$ cat src/rtl/div_seq_ctrl.sv
// rtl/div_seq_ctrl.sv - button-driven operand entry, restoring divider and result display sequencer
module div_seq_ctrl #(
  parameter int WIDTH = 4
) (
  input  logic             clk,
  input  logic             reset,
  input  logic             tick_next,
  input  logic             tick_up,
  input  logic             tick_down,
  output logic [WIDTH-1:0] leds,
  output logic [2:0]       phase,
  output logic             busy,
  output logic             done,
  output logic             div_zero
);

  typedef enum logic [2:0] {
    LOAD_NUM = 3'd0,
    LOAD_DEN = 3'd1,
    DIVIDE   = 3'd2,
    SHOW_QUO = 3'd3,
    SHOW_REM = 3'd4,
    ERROR    = 3'd5
  } state_t;

  localparam int CW = $clog2(WIDTH) + 1;
  localparam logic [WIDTH-1:0] ONE = 1;

  state_t           state;
  state_t           state_next;
  logic [WIDTH-1:0] num;
  logic [WIDTH-1:0] den;
  logic [WIDTH-1:0] quo;
  logic [WIDTH:0]   rem;
  logic [CW-1:0]    iter;

  // Up and down together cancel; only a lone tick edits the operand.
  logic edit_up;
  logic edit_down;
  assign edit_up   = tick_up & ~tick_down;
  assign edit_down = tick_down & ~tick_up;

  // One restoring step: shift {rem,quo} left, trial-subtract den.
  logic [WIDTH:0] rem_shift;
  logic           rem_ge;
  logic           step_last;
  assign rem_shift = {rem[WIDTH-1:0], quo[WIDTH-1]};
  assign rem_ge    = {rem, quo[WIDTH-1]} >= {2'b00, den};
  assign step_last = (iter == CW'(WIDTH - 1));

  // Next-state decode; tick_next takes priority over edits in load states.
  always_comb begin
    state_next = state;
    case (state)
      LOAD_NUM: if (tick_next) state_next = LOAD_DEN;
      LOAD_DEN: begin
        if (tick_next) begin
          if (den == '0) state_next = ERROR;
          else           state_next = DIVIDE;
        end
      end
      DIVIDE:   if (step_last) state_next = SHOW_QUO;
      SHOW_QUO: if (tick_next) state_next = SHOW_REM;
      SHOW_REM: if (tick_next) state_next = LOAD_NUM;
      ERROR:    if (tick_next) state_next = LOAD_DEN;
      default:  state_next = LOAD_NUM;
    endcase
  end

  // State register and the done pulse marking the DIVIDE -> SHOW_QUO edge.
  always_ff @(posedge clk or negedge reset) begin
    if (!reset) begin
      state <= LOAD_NUM;
      done  <= 1'b0;
    end else begin
      state <= state_next;
      done  <= (state == DIVIDE) && step_last;
    end
  end

  // Operand counters and the iterative divider datapath.
  always_ff @(posedge clk or negedge reset) begin
    if (!reset) begin
      num  <= '0;
      den  <= '0;
      quo  <= '0;
      rem  <= '0;
      iter <= '0;
    end else begin
      case (state)
        LOAD_NUM: begin
          if (!tick_next) begin
            if (edit_up)        num <= num + ONE;
            else if (edit_down) num <= num - ONE;
          end
        end
        LOAD_DEN: begin
          if (tick_next) begin
            if (den != '0) begin
              rem  <= '0;
              quo  <= num;
              iter <= '0;
            end
          end else if (edit_up) begin
            den <= den + ONE;
          end else if (edit_down) begin
            den <= den - ONE;
          end
        end
        DIVIDE: begin
          rem  <= rem_ge ? (rem_shift - {1'b0, den}) : rem_shift;
          quo  <= {quo[WIDTH-2:0], rem_ge};
          iter <= iter + CW'(1);
        end
        default: ;
      endcase
    end
  end

  // Display and status outputs decoded from registered state only.
  always_comb begin
    leds     = '0;
    phase    = state;
    busy     = (state == DIVIDE);
    div_zero = (state == ERROR);
    case (state)
      LOAD_NUM: leds = num;
      LOAD_DEN: leds = den;
      SHOW_QUO: leds = quo;
      SHOW_REM: leds = rem[WIDTH-1:0];
      ERROR:    leds = '1;
      default:  leds = '0;
    endcase
  end

endmodule

$ cat config.mk
export PLATFORM = sky130hd
export DESIGN_NAME = div_seq_ctrl
export DESIGN_NICKNAME = d
export VERILOG_FILES = /design/src/rtl/div_seq_ctrl.sv
export SDC_FILE = /design/constraint.sdc
export NUM_CORES = 1
export LEC_CHECK = 0
export CAP_MARGIN = 10
export CORE_MARGIN = 1
export CORE_UTILIZATION = 40
export CTS_CLUSTER_DIAMETER = 150
export CTS_CLUSTER_SIZE = 25
export DETAILED_ROUTE_END_ITERATION = 10
export GPL_TIMING_DRIVEN = 0
export PLACE_DENSITY = 0.55
export RECOVER_POWER = 100
export SLEW_MARGIN = 10
export SYNTH_ARGS = -nofsm -noshare
export SYNTH_HDL_FRONTEND = slang
export SYNTH_SLANG_ARGS = --single-unit
$ cat constraint.sdc
create_clock -name clk -period 3.49 [get_ports clk]
set_input_delay 0.5235 -clock clk [delete_from_list [all_inputs] [get_ports clk]]
set_output_delay 0.5235 -clock clk [all_outputs]
set_load 0.05 [all_outputs]
# Word level (Yosys, flattened, before mapping)
# Index checks and enable logic that the tools add are counted.
[totals] in_bits=5 regBits=24 out_inout_bits=10 wordCells=64
[classes] magnitude_cmp=1 n_eq_ne=12 n_reduce_logical=11 addsub=6 n_bitwise=5 n_mux=22
[ops] operator="3-bit 2-to-1 mux" n=8
[ops] operator="4-bit 2-to-1 mux" n=6
[ops] operator="4-bit case mux with 5 select lines" n=1
[ops] operator="5-bit 2-to-1 mux" n=3
[ops] operator="3-bit case mux with 5 select lines" n=1
[ops] operator="5-bit case mux with 2 select lines" n=1
[ops] operator="3-bit by 2-bit == test with 1-bit output (second input constant)" n=3
[ops] operator="3-bit AND reduction" n=3
[ops] operator="4-bit by 1-bit adder with 4-bit output (second input constant)" n=2
[ops] operator="2-bit != test (second input constant)" n=4
[ops] operator="4-bit case mux with 2 select lines" n=1
[ops] operator="4-bit by 1-bit subtractor with 4-bit output (second input constant)" n=2
[ops] operator="3-bit == test (second input constant)" n=2
[ops] operator="6-bit by 4-bit >= comparator with 1-bit output" n=1
[ops] operator="3-bit case mux with 2 select lines" n=1
[ops] operator="5-bit AND reduction" n=1
[ops] operator="5-bit by 4-bit subtractor with 5-bit output" n=1
[ops] operator="4-bit logical NOT" n=1
[ops] operator="2-bit by 1-bit != test with 1-bit output (second input constant)" n=2
[ops] operator="2-bit nonzero test" n=2
[ops] operator="4-bit nonzero test" n=1
[ops] operator="3-bit by 1-bit adder with 3-bit output (second input constant)" n=1
[ops] operator="3-bit by 1-bit == test with 1-bit output (second input constant)" n=1
[ops] operator="3-bit logical NOT" n=1
[ops] operator="4 further kinds" n=7

# Logic depth before layout (Yosys ltp)
[depth] word_depth=4 ltp_mapped=8 depth_no_buf=8

# Worst setup path after synthesis
# OpenSTA, ideal clock, no wires.
[synth_timing] path_type="reg2out" startpoint="reg state[0] (netlist: phase[0])" endpoint="out leds[2]" arrival_ns=2.464 t_required_ns=2.967 path_buffers=2 slack_ns=0.502 stages_incl_launch_ff=6 path_cell_list="dfrtp_1 > buf_2 > clkbuf_1 > o21ai_0 > o21a_1 > o21ai_0"
[synth_via] elab_chain_cells=2
[synth_rtl] item="start, declared" line_no="29" source="state_t state;"
[synth_rtl] item="start signal, assigned" line_no="76" source="state <= state_next;"
[synth_rtl] item="3-bit == test (tied with other cells)" line_no="126" source="case (state)"
[synth_rtl] item="4-bit case mux with 5 select lines (*)" line_no="126"
[synth_rtl] item="end, declared" line_no="10" source="output logic [WIDTH-1:0] leds,"
# Every way passes the cells marked *; elsewhere a longest branch is shown, timed or not.

# Final worst setup path
[layout_timing] startpoint="reg state[2] (netlist: phase[2])" endpoint="out busy"
[layout_via] elab_chain_cells=1
[layout_rtl] item="3-bit by 2-bit == test with 1-bit output" line_no="124" source="busy = (state == DIVIDE);"
[layout_rtl] item="end, declared" line_no="12" source="output logic busy,"
# Every way passes these cells.

==> results.sh <==
export IMPL_fmax_mhz=312
export IMPL_grt_usage=0.193
export IMPL_chipHeight_um=66.2
export IMPL_cts_tree="yes"
export IMPL_layout_common_cells="dfrtp_1 (24), o21ai_0 (18), nand2_1 (15)"
export IMPL_overflow=0
export IMPL_clock_root_buffer="clkbuf_8"
export IMPL_clk_pin_slew_worst_paths_ns=0.09
export IMPL_cts_sinks=24
export IMPL_dieArea_um2=4380
export IMPL_fin_crit_sh=0.917
export IMPL_io_pins=15
export IMPL_viasPerCell=5.70
export IMPL_synth_top_area_share=0.364
export IMPL_cp_data_required_time_ns=2.97
export IMPL_status="finished, final reports clean"
export IMPL_route_detailed_drc=0
export IMPL_grt_pass1_vias=1369
export IMPL_crit_chain="buf_6, or3b_1, buf_6, clkinv_4, clkbuf_1, dlygate4sd3_1"
export IMPL_p_leak_nw=0.819
export IMPL_postCtsResizedCells=0
export IMPL_critPathMaxFanout=10
export IMPL_utilization=0.492
export IMPL_async_flop_share=1.00
export IMPL_numCtsBuffers=3
export IMPL_synth_edf_count=0
export IMPL_post_cts_setup_buffers=0
export IMPL_worstPathArrival_ns=2.68
export IMPL_syn_nets=191
export IMPL_yosysWarningCount=0
export IMPL_layout_nets=210
export IMPL_antenna_cells=0
export IMPL_worstHoldPathType="reg2reg"
export IMPL_die_x_um=66.2
export IMPL_synth_flop_cell="dfrtp_1"
export IMPL_drive_gt1_frac=0.0684
export IMPL_grt_max_degree=25
export IMPL_num_rows=22
export IMPL_yosys_top_cells_area="dfrtp_1 (36%), ha_1 (8.3%), o21ai_0 (4.9%)"
export IMPL_crit_type="reg2out"
export IMPL_slew_headroom=0.0924
export IMPL_crit_path_top_delay_cell="dlygate4sd3_1"
export IMPL_fin_ws_ns=0.290
export IMPL_wl_per_cell_um=15.1
export IMPL_grt_pass1_wl_um=6450
export IMPL_crit_path_end_kind="primary output"
export IMPL_cap_violations=0
export IMPL_worst_setup_path_start_kind="flip-flop"
export IMPL_rr_worst_depth=5
export IMPL_fin_skew_ns=0.00588
export IMPL_worst_slew_pin_slew_ns=1.36
export IMPL_cts_hold_buf=0
export IMPL_first_iter_violations=65
export IMPL_setup_tns_final_ns=0
export IMPL_seq_area_um2=601
export IMPL_port_buffers=14
export IMPL_hpwl_um=2740
export IMPL_dp_cells=234
export IMPL_routed_wl_um=3590
export IMPL_crit_path_max_incr_delay_ns=0.94
export IMPL_p_per_area_nw_per_um2=1050
export IMPL_seq_area_frac_synth=0.364
export IMPL_fin_cells=238
export IMPL_synth_distinct_cells=41
export IMPL_vias=1356
export IMPL_rsz0062_at_grt="false"
export IMPL_maxSlewViolCount=0
export IMPL_syn_avg_cell_area_um2=9.59
export IMPL_first_pass_iters=4
export IMPL_dp_slack_ns=0.818
export IMPL_netlist_area_um2=1650
export IMPL_fill_cells=373
export IMPL_holdWs_ns=0.483
export IMPL_setup_viol=0
export IMPL_gp_congestion=0.854
export IMPL_period_needed_ns=3.20
export IMPL_cts_buffer_depth=2
export IMPL_start_util=0.434
export IMPL_yosysTopAreaCell="dfrtp_1"
export IMPL_h_tree_depth=1
export IMPL_final_hold_viol_count=0
export IMPL_drt_antenna_violating_nets=0
export IMPL_clk_latency_ns=0.27
export IMPL_hold_depth=2
export IMPL_multi_input_area_um2=917
export IMPL_core_area_um2=3800
export IMPL_crit_top_cell="buf_6"
export IMPL_ir_drop_mv=0.457
export IMPL_postSynthCellCount=172
export IMPL_antenna_found_initial=0
export IMPL_synthToLayoutAreaGrowth_pct=13.3
export IMPL_mostFrequentLayoutCell="dfrtp_1"
export IMPL_synth_seq_cells=24
[final cells by class]
cell class                      instances  area share
Buffer                                  8      0.0248
Multi-Input combinational cell        131       0.491
Clock buffer                            3      0.0221
Timing Repair Buffer                   14      0.0717
Clock inverter                          1      0.0161
Tap cell                               48      0.0322
Sequential cell                        24       0.322
Inverter                                9      0.0208
[power breakdown]
group	switching, mW	internal (mW)
registers	0.155	0.392
clock network	0.0955	0.153
logic	0.715	0.459
total	0.965	1.00
[flip-flops by register name, summed over array words and instances, names as in the netlist]
register and cells:
quo 4, done 1, phase 3, rem 5, den 4, num 4
iter 3
[critical path: cells and delay by family, from the launching register on]
kind	cells	cell delay, ns
buf+inv	5	1.63
simple gates	1	0.38
flops	1	0.39
[through the flow]
step	total power, mW	cell area, um2
after detailed placement	1.82	1850
after CTS	2.07	1920
after global placement	1.79	1850
after global routing	2.14	1870
after floorplan	1.48	1650
final	1.97	1870
[synthesized netlist by cell type (2+ instances only)]
| library cell | instances |
|---|---|
| dfrtp_1 | 24 |
| o21ai_0 | 16 |
| nand2_1 | 15 |
| a21oi_1 | 13 |
| ha_1 | 11 |
| nand3_1 | 9 |
| inv_1 | 8 |
| nor2_1 | 8 |
| xnor2_1 | 7 |
| mux2i_1 | 5 |
| and3_1 | 4 |
| nand4_1 | 4 |
| o21a_1 | 4 |
| and2_1 | 3 |
| buf_6 | 3 |
| clkbuf_1 | 3 |
| fa_1 | 3 |
| mux2_2 | 3 |
| nand2b_1 | 2 |
| nand4b_1 | 2 |
| nor4_1 | 2 |
| o21ai_2 | 2 |
| o22ai_1 | 2 |
| xor2_1 | 2 |
[metal layers]
| layer | track usage | wire length [um] | up-vias |
|---|---|---|---|
| met3 | 0.0310 | 146 | 4 |
| li1 | - | - | 655 |
| met5 | 0 | 0 | - |
| met2 | 0.344 | 1750 | 34 |
| met1 | 0.241 | 1660 | 663 |
| met4 | 0.0452 | 29 | 0 |
[worst paths after layout]
check                               from  endpoint  slack, ns
max in group asynchronous          reset    quo[0]       2.15
worst min register to register   iter[2]   iter[2]       0.48
min in group asynchronous          reset  phase[2]       0.54
worst max register to register    den[1]    rem[3]       1.29
worst max-delay path            phase[2]      busy       0.29
worst min-delay path             iter[2]   iter[2]       0.48
[cells by family after synthesis]
kind of cell / synth area share
AOI/OAI and AO/OA: 0.179
buffers and inverters: 0.0630
xor gates and xnor gates: 0.0478
DFF: 0.364
muxes: 0.0508
adders and majority gates: 0.120
and+or+nand+nor: 0.175
Note: power is estimated with default switching activity, not from simulation.
